### src/rtl/matmul_mem_arbiter.sv
// Host/engine arbiter for one single-port matrix memory bank, with a bounded burst length per grant.
// Optional ARB_HOST_PRIO_EN: the host wins ties and is never preempted by the burst limit.
module matmul_mem_arbiter #(
    parameter int DATA_WIDTH = 8,
    parameter int ADDR_W     = 4,
    parameter int MAX_BURST  = 16
) (
    input  logic                  clk,
    input  logic                  reset_n,
    input  logic                  h_req,
    input  logic                  e_req,
    input  logic                  h_rd,
    input  logic                  e_rd,
    input  logic                  h_wr,
    input  logic                  e_wr,
    input  logic [ADDR_W-1:0]     h_row,
    input  logic [ADDR_W-1:0]     e_row,
    input  logic [ADDR_W-1:0]     h_col,
    input  logic [ADDR_W-1:0]     e_col,
    input  logic [DATA_WIDTH-1:0] h_wdata,
    input  logic [DATA_WIDTH-1:0] e_wdata,
    output logic                  h_gnt,
    output logic                  e_gnt,
    output logic                  h_rvalid,
    output logic                  e_rvalid,
    output logic [DATA_WIDTH-1:0] rdata,
    output logic                  mem_rd_en,
    output logic                  mem_wr_en,
    output logic [ADDR_W-1:0]     mem_row,
    output logic [ADDR_W-1:0]     mem_col,
    output logic [DATA_WIDTH-1:0] mem_wdata,
    input  logic [DATA_WIDTH-1:0] mem_rdata
);

    // state | meaning
    // IDLE  | no owner, memory enables held low
    // OWN_H | host owns the memory port
    // OWN_E | engine owns the memory port

    localparam int CNT_W = (MAX_BURST > 2) ? $clog2(MAX_BURST) : 1;
    localparam logic [CNT_W-1:0] CNT_LAST = CNT_W'(MAX_BURST - 1);

`ifdef ARB_HOST_PRIO_EN
    localparam logic HOST_PRIO = 1'b1;
`else
    localparam logic HOST_PRIO = 1'b0;
`endif

    typedef enum logic [1:0] {IDLE, OWN_H, OWN_E} state_t;

    state_t           state;
    state_t           state_nxt;
    logic [CNT_W-1:0] burst_cnt;
    logic             rr_last_e;
    logic             own_rd;
    logic             own_wr;
    logic             access;
    logic             limit_hit;

    always_comb begin
        own_rd    = 1'b0;
        own_wr    = 1'b0;
        mem_row   = '0;
        mem_col   = '0;
        mem_wdata = '0;
        case (state)
            OWN_H: begin
                own_rd    = h_rd;
                own_wr    = h_wr;
                mem_row   = h_row;
                mem_col   = h_col;
                mem_wdata = h_wdata;
            end
            OWN_E: begin
                own_rd    = e_rd;
                own_wr    = e_wr;
                mem_row   = e_row;
                mem_col   = e_col;
                mem_wdata = e_wdata;
            end
            default: ;
        endcase
        // A simultaneous rd+wr performs only the write.
        mem_wr_en = own_wr;
        mem_rd_en = own_rd & ~own_wr;
        access    = own_rd | own_wr;
        limit_hit = access && (burst_cnt == CNT_LAST);
    end

    always_comb begin
        state_nxt = state;
        case (state)
            IDLE: begin
                if (h_req && e_req)
                    state_nxt = (HOST_PRIO || rr_last_e) ? OWN_H : OWN_E;
                else if (h_req)
                    state_nxt = OWN_H;
                else if (e_req)
                    state_nxt = OWN_E;
            end
            OWN_H: begin
                if (!h_req)
                    state_nxt = e_req ? OWN_E : IDLE;
                else if (limit_hit && e_req && !HOST_PRIO)
                    state_nxt = OWN_E;
            end
            OWN_E: begin
                if (!e_req)
                    state_nxt = h_req ? OWN_H : IDLE;
                else if (limit_hit && h_req)
                    state_nxt = OWN_H;
            end
            default: state_nxt = IDLE;
        endcase
    end

    always_ff @(posedge clk or negedge reset_n) begin
        if (!reset_n) begin
            state     <= IDLE;
            h_gnt     <= 1'b0;
            e_gnt     <= 1'b0;
            burst_cnt <= '0;
            rr_last_e <= 1'b1;
            h_rvalid  <= 1'b0;
            e_rvalid  <= 1'b0;
        end else begin
            state <= state_nxt;
            h_gnt <= (state_nxt == OWN_H);
            e_gnt <= (state_nxt == OWN_E);
            if (state_nxt != state) begin
                burst_cnt <= '0;
                if (state_nxt != IDLE)
                    rr_last_e <= (state_nxt == OWN_E);
            end else if (access && (burst_cnt != CNT_LAST)) begin
                burst_cnt <= burst_cnt + CNT_W'(1);
            end
            // Read return is tagged with the issuer, so it survives a grant handover.
            h_rvalid <= mem_rd_en && (state == OWN_H);
            e_rvalid <= mem_rd_en && (state == OWN_E);
        end
    end

    assign rdata = mem_rdata;

endmodule

### config.mk
export PLATFORM = sky130hd
export DESIGN_NAME = matmul_mem_arbiter
export DESIGN_NICKNAME = d
export VERILOG_FILES = /design/src/rtl/matmul_mem_arbiter.sv
export SDC_FILE = /design/constraint.sdc
export NUM_CORES = 1
export LEC_CHECK = 0
export CAP_MARGIN = 10
export CORE_UTILIZATION = 37
export DETAILED_ROUTE_END_ITERATION = 7
export HOLD_SLACK_MARGIN = 0.06
export PLACE_DENSITY = 0.87
export SYNTH_ARGS = -nofsm -noshare
export SYNTH_HDL_FRONTEND = slang
export SYNTH_SLANG_ARGS = --single-unit
### constraint.sdc
create_clock -name clk -period 3.25 [get_ports clk]
set_input_delay 0.65 -clock clk [delete_from_list [all_inputs] [get_ports clk]]
set_output_delay 0.65 -clock clk [all_outputs]
set_load 0.01 [all_outputs]
# Yosys cells after proc, flatten, opt, wreduce, memory -nomap -nowiden
# Index checks and enable logic that the tools add are counted.
[word_totals] reg_bits=11 in_bits=48 out_inout_bits=30 word_cells=47
[classes] add_sub_neg=1 eq_ne=7 muxes=18 bitwise=3 reduce_logical=11
[ops] operator="$mux W2" n=9
[ops] operator="$pmux W4 S2" n=2
[ops] operator="$pmux W8 S2" n=1
[ops] operator="$mux W4" n=2
[ops] operator="$logic_and A1 B1 Y1" n=7
[ops] operator="$pmux W2 S3" n=1
[ops] operator="$add A4 B1 Y4 const B" n=1
[ops] operator="$eq A2 B1 Y1 const B" n=2
[ops] operator="$eq A2 B2 Y1 const B" n=2
[ops] operator="$eq A4 B4 Y1 const B" n=1
[ops] operator="$ne A4 B4 Y1 const B" n=1
[ops] operator="$pmux W1 S2" n=2
[ops] operator="$reduce_bool A2 Y1" n=2
[ops] operator="$logic_not A2 Y1" n=1
[ops] operator="$ne A2 B2 Y1" n=1
[ops] operator="$reduce_and A2 Y1" n=1
[ops] operator="$and A1 B1 Y1" n=1
[ops] operator="$mux W1" n=1
[ops] operator="$not A1 Y1" n=1
[ops] operator="$or A1 B1 Y1" n=1

# Depth between registers and ports, before layout
# Gate-level depths: netlist (run 1).
[depth] word_depth=10 ltp_mapped=9 ltp_nobuf=7

# Worst setup path after synthesis (run 1)
# Ideal clock, no wire load.
[synth_timing] kind="register to output" from="register state[1]" to="output port mem_col[0]" t_arrival_ps=1884 required_time_ps=2600 setup_slack_ps=716 path_stages_with_launch=9 path_buffers=4 path_cell_list="dfrtp_1 > buf_2 > inv_1 > ha_1 > buf_4 > clkbuf_1 > clkbuf_1 > a22oi_1 > nor2b_1"
[synth_via] elab_chain_len=2 elab_cells_between_ends=3 cone_classes="2 x eq/ne; 1 x mux"
[synth_lines] item="start: declaration" line="51" rtl="state_t state;"
[synth_lines] item="start signal: assignment" line="127" rtl="state <= state_nxt;"
[synth_lines] item="$eq A2 B2 Y1 or $eq A2 B1 Y1 (tied branches)" line="66" rtl="case (state)"
[synth_lines] item="$pmux W4 S2 *" line="66"
[synth_lines] item="end: declaration" line="30" rtl="output logic [ADDR_W-1:0] mem_col,"
# Mark *: on every way between the ends. The rest lies on a longest branch, timed or not.

# Worst setup path in the final report (run 1)
[layout_timing] from="register state[1]" to="output port mem_wdata[7]"
[layout_via] elab_chain_len=2 elab_cells_between_ends=3 cone_classes="2 x eq/ne; 1 x mux"
[layout_lines] item="$eq A2 B2 Y1 or $eq A2 B1 Y1 (tied branches)" line="66"
[layout_lines] item="$pmux W8 S2 *" line="66"
[layout_lines] item="end: declaration" line="31" rtl="output logic [DATA_WIDTH-1:0] mem_wdata,"
# Marked as above.

==> flow_results.xml, run 1 <==
<?xml version="1.0" encoding="UTF-8"?>
<metrics>
  <group name="run_status">
    <metric name="run_status" unit="">complete, no violations</metric>
  </group>
  <group name="floorplan">
    <metric name="chipHeight" unit="µm">60.0</metric>
    <metric name="fp.dieArea" unit="µm²">3600</metric>
    <metric name="floorplan.die.width" unit="µm">60.0</metric>
    <metric name="placementRows" unit="">20</metric>
    <metric name="num_io_pins" unit="">78</metric>
    <metric name="initial_utilization" unit="%">39.8</metric>
    <metric name="core" unit="µm²">3130</metric>
  </group>
  <group name="synth">
    <metric name="synth-seq-cells" unit="">11</metric>
    <metric name="postSynth.asyncResetShare" unit="%">100</metric>
    <metric name="synth-seq-area-share" unit="%">22.2</metric>
    <metric name="synth_nets" unit="">210</metric>
    <metric name="synth_enable_flop_cells" unit="">0</metric>
    <metric name="syn_area_per_cell" unit="µm²">7.94</metric>
    <metric name="syn-cell-area" unit="µm²">1250</metric>
    <metric name="netlist-cell-type-count" unit="">43</metric>
    <metric name="postSynth.topFlopCell" unit="">sky130_fd_sc_hd__dfrtp_1</metric>
    <metric name="ys.warnings.count" unit="">0</metric>
    <metric name="synthCells" unit="">157</metric>
  </group>
  <group name="clock_tree">
    <metric name="clk_pin_slew_worst_paths" unit="ns">0.07</metric>
    <metric name="cts_root_buffer" unit="">sky130_fd_sc_hd__clkbuf_4</metric>
    <metric name="cts_made_buffers" unit="">3</metric>
    <metric name="htreeDepth" unit="">1</metric>
    <metric name="clkLatencyLatePin" unit="ns">0.27</metric>
    <metric name="clkSinkCount" unit="">11</metric>
    <metric name="cts_tree" unit="">done</metric>
    <metric name="post-cts-setup-buffer-count" unit="">0</metric>
    <metric name="clock_path_buffers" unit="">2</metric>
    <metric name="cts_hold_repair.buffers" unit="">0</metric>
  </group>
  <group name="route">
    <metric name="first_iter_violations" unit="">59</metric>
    <metric name="detailroute.via_count" unit="">1393</metric>
    <metric name="detail_route.drc_violations" unit="">0</metric>
    <metric name="route.detailed.wl_per_inst" unit="µm">13.9</metric>
    <metric name="detail-route-antenna-nets" unit="">0</metric>
    <metric name="drtPass1Iterations" unit="">4</metric>
    <metric name="routed_via_density" unit="">5.53</metric>
    <metric name="detail_route.wirelength" unit="µm">3510</metric>
  </group>
  <group name="pwr">
    <metric name="power.density_cell_area" unit="nW/µm²">703</metric>
    <metric name="vdd.ir_drop.worst" unit="µV">465</metric>
    <metric name="leakagePower" unit="nW">0.702</metric>
  </group>
  <group name="layout">
    <metric name="number_of_fillers_in_the_final_layout" unit="">287</metric>
    <metric name="fraction_of_final_layout_cells_sized_beyond_drive_strength_1" unit="%">7.69</metric>
    <metric name="nets" unit="">262</metric>
    <metric name="sequential_cell_area" unit="µm²">277</metric>
    <metric name="multi_input_comb_area" unit="µm²">852</metric>
    <metric name="synth_to_final_area_change" unit="%">50.0</metric>
    <metric name="antennaDiodeCount" unit="">0</metric>
    <metric name="final_core_utilization" unit="%">59.8</metric>
  </group>
  <group name="worst_hold_path">
    <metric name="worst_hold_path_type" unit="">reg -&gt; reg</metric>
    <metric name="min-delay-start" unit="">rr_last_e</metric>
  </group>
  <group name="global_routing">
    <metric name="antenna_violations_before_repair" unit="">0</metric>
    <metric name="grt_start_max_net_pins" unit="">20</metric>
    <metric name="global_route_wire_length_before_repair" unit="µm">5260</metric>
    <metric name="globalRouteOverflowTotal" unit="">0</metric>
    <metric name="via_count_of_the_first_global_routing_pass" unit="">1223</metric>
    <metric name="groute.usage.overall" unit="%">19.2</metric>
  </group>
  <group name="setup_path">
    <metric name="crit_fanout" unit="">15</metric>
    <metric name="worst-endpoint-required" unit="ns">2.60</metric>
    <metric name="r2r-start" unit="">state[1]</metric>
    <metric name="critical-path-top-delay-family" unit="">buffers and inverters</metric>
    <metric name="critPathLaunch" unit="">state[1]</metric>
    <metric name="startpoint_type" unit="">flip-flop</metric>
    <metric name="max_stage_delay" unit="ns">0.55</metric>
    <metric name="worst_setup_path_end_kind" unit="">output port</metric>
    <metric name="worstPathArrival" unit="ns">2.31</metric>
    <metric name="worst-setup-path-type" unit="">reg -&gt; out</metric>
    <metric name="cp_num_buf_inv" unit="">3</metric>
    <metric name="highest_delay_cell_along_the_critical_path" unit="">sky130_fd_sc_hd__clkdlybuf4s50_1</metric>
    <metric name="crit_path_cell_trace" unit="">inv_1 -&gt; ha_2 -&gt; buf_4 -&gt; a22oi_1 -&gt; nor2b_1 -&gt; clkdlybuf4s50_1</metric>
  </group>
  <group name="sta">
    <metric name="max_slew.worst_pin.slew" unit="ns">0.630</metric>
    <metric name="worst_hold_check_slack" unit="ns">0.563</metric>
    <metric name="timing.setup.tns" unit="ns">0</metric>
    <metric name="maxClockFrequency" unit="GHz">0.338</metric>
    <metric name="finalHoldViolations" unit="">0</metric>
    <metric name="rsz0062_at_grt" unit="">no</metric>
    <metric name="fin_crit_sh" unit="%">91.1</metric>
    <metric name="clock_skew" unit="ns">0.00362</metric>
    <metric name="slew_headroom" unit="%">56.9</metric>
    <metric name="timing.final.crit_period" unit="ns">2.96</metric>
    <metric name="final-max-slew-violation-count" unit="">0</metric>
    <metric name="report.final.setup_viol" unit="">0</metric>
  </group>
  <group name="place">
    <metric name="number_of_i_o_port_buffers" unit="">61</metric>
    <metric name="gp_routability_congestion" unit="">0.870</metric>
    <metric name="place.detailed.hpwl" unit="µm">2750</metric>
  </group>
  <group name="run">
    <metric name="drv.max_cap_violation_count" unit="">0</metric>
  </group>
</metrics>
==> worst paths after layout <==
check / end / cells past startpoint / slack [ns]
min in group asynchronous: state[1] / 1 / 0.71
max: mem_wdata[7] / 6 / 0.29
max reg2reg: rr_last_e / 7 / 0.61
max in group asynchronous: rr_last_e / 1 / 2.19
min reg2reg: rr_last_e / 2 / 0.56
min: rr_last_e / 2 / 0.56
==> cells by family after synthesis <==
logic type,after synthesis,synth area share (%)
AO/OA/AOI/OAI,59,34.6
adder cells (fa/ha/maj),5,5.02
XOR/XNOR,2,1.41
buffers and inverters,22,9.84
flip-flops,11,22.2
AND/OR/NAND/NOR,55,24.4
multiplexers,3,2.51
==> registers in the layout, summed over array words and instances, names as in the netlist <==
signal and count:
burst_cnt 4, h_gnt 1, h_rvalid 1, state 2, rr_last_e 1, e_rvalid 1, e_gnt 1
==> through the flow <==
step / instances / instance area [µm²] / power, W / setup slack [ns]
2_1_floorplan: 157 / 1250 / 0.000849 / 0.716
6_report: 252 / 1870 / 0.00131 / 0.288
4_1_cts: 252 / 1860 / 0.00131 / 0.120
3_3_place_gp: 248 / 1840 / 0.00120 / 0.451
5_1_grt: 252 / 1870 / 0.00142 / 0.150
3_5_place_dp: 248 / 1840 / 0.00121 / 0.393
==> placed cells by master, fill, tap and decap left out, types with 2 or more instances in the layout <==
cell type	netlist	layout
sky130_fd_sc_hd__dfrtp_1	10	10
sky130_fd_sc_hd__a211oi_1	2	2
sky130_fd_sc_hd__and2_1	4	4
sky130_fd_sc_hd__nor3_1	3	3
sky130_fd_sc_hd__nand4_1	3	3
sky130_fd_sc_hd__o22ai_1	5	5
sky130_fd_sc_hd__o21a_1	3	3
sky130_fd_sc_hd__ha_1	5	3
sky130_fd_sc_hd__clkbuf_4	0	3
sky130_fd_sc_hd__o221ai_1	3	3
sky130_fd_sc_hd__xnor2_1	2	2
sky130_fd_sc_hd__mux2i_1	2	2
sky130_fd_sc_hd__ha_2	0	2
sky130_fd_sc_hd__nand2b_1	2	2
sky130_fd_sc_hd__buf_4	10	5
sky130_fd_sc_hd__a21boi_1	2	2
sky130_fd_sc_hd__clkdlybuf4s50_1	0	61
sky130_fd_sc_hd__o211ai_2	2	2
sky130_fd_sc_hd__a22oi_1	17	17
sky130_fd_sc_hd__nand2_1	8	8
sky130_fd_sc_hd__o211a_1	2	2
sky130_fd_sc_hd__nor2_1	5	5
sky130_fd_sc_hd__nand3_1	7	7
sky130_fd_sc_hd__a21oi_1	3	3
sky130_fd_sc_hd__o21ai_0	10	10
sky130_fd_sc_hd__inv_1	3	3
sky130_fd_sc_hd__nor2b_1	19	19
==> worst register-to-register path: stages, from the launching register on <==
cell and delay, ns:
sky130_fd_sc_hd__dfrtp_1 0.35, sky130_fd_sc_hd__inv_1 0.13, sky130_fd_sc_hd__ha_1 0.58, sky130_fd_sc_hd__o211ai_2 0.22, sky130_fd_sc_hd__a211o_1 0.37, sky130_fd_sc_hd__a2111oi_0 0.59, sky130_fd_sc_hd__o221ai_1 0.22, sky130_fd_sc_hd__nand4_1 0.13
==> cell usage after synthesis, types with 3 or more instances <==
cell type / n / area share (%)
sky130_fd_sc_hd__o22ai_1: 5 / 2.5
sky130_fd_sc_hd__a22oi_1: 17 / 10
sky130_fd_sc_hd__ha_1: 5 / 5.0
sky130_fd_sc_hd__buf_4: 10 / 6.0
sky130_fd_sc_hd__a21oi_1: 3 / 1.2
sky130_fd_sc_hd__nand2_1: 8 / 2.4
sky130_fd_sc_hd__nor2b_1: 19 / 9.5
sky130_fd_sc_hd__o21a_1: 3 / 1.8
sky130_fd_sc_hd__dfrtp_1: 10 / 20
sky130_fd_sc_hd__clkbuf_1: 5 / 1.5
sky130_fd_sc_hd__o21ai_0: 10 / 4.0
sky130_fd_sc_hd__o221ai_1: 3 / 2.1
sky130_fd_sc_hd__and2_1: 4 / 2.0
sky130_fd_sc_hd__nor3_1: 3 / 1.2
sky130_fd_sc_hd__inv_1: 3 / 0.90
sky130_fd_sc_hd__nand4_1: 3 / 1.5
sky130_fd_sc_hd__nor2_1: 5 / 1.5
sky130_fd_sc_hd__nand3_1: 7 / 2.8
==> power by group <==
part	switching (W)	internal [W]	total [W]	leakage [nW]
Sequential	0.0000182	0.000175	0.000194	0.145
Clock	0.0000452	0.0000476	0.0000928	0.0150
Combinational	0.000526	0.000501	0.00103	0.542
Total	0.000590	0.000724	0.00131	0.702
==> area by class of cell <==
type	count	share of cell area (%)
inverters	3	0.602
multi-input cells	124	45.6
flip-flops and latches	11	14.8
repair buffers	66	34.7
well taps	44	2.95
clock buffers	4	1.41
==> routing by layer <==
layer | track usage (%) | vias to the layer above | share of wire (%)
met4 | 7.31 | 0 | 1.6
li1 | - | 682 | -
met1 | 22.7 | 647 | 42
met2 | 32.7 | 56 | 48
met3 | 5.41 | 8 | 8.4
met5 | 0 | - | 0
==> what timing repair did <==
item | 4_1_cts | 5_1_grt
resized for setup | 0 | 2
endpoints found under the hold margin | 0 | 0
setup endpoints to repair | 0 | 4
(Power assumes the default switching activity.)
==> run 2, diff against run 1 <==
--- a/config.mk
+++ b/config.mk
@@ -5,7 +5,6 @@
 export SDC_FILE = /design/constraint.sdc
 export NUM_CORES = 1
 export LEC_CHECK = 0
-export CAP_MARGIN = 10
 export CORE_UTILIZATION = 37
 export DETAILED_ROUTE_END_ITERATION = 7
 export HOLD_SLACK_MARGIN = 0.06
==> results of run 2 <==
Final layout, timing and power as in run 1 (identical DEF).
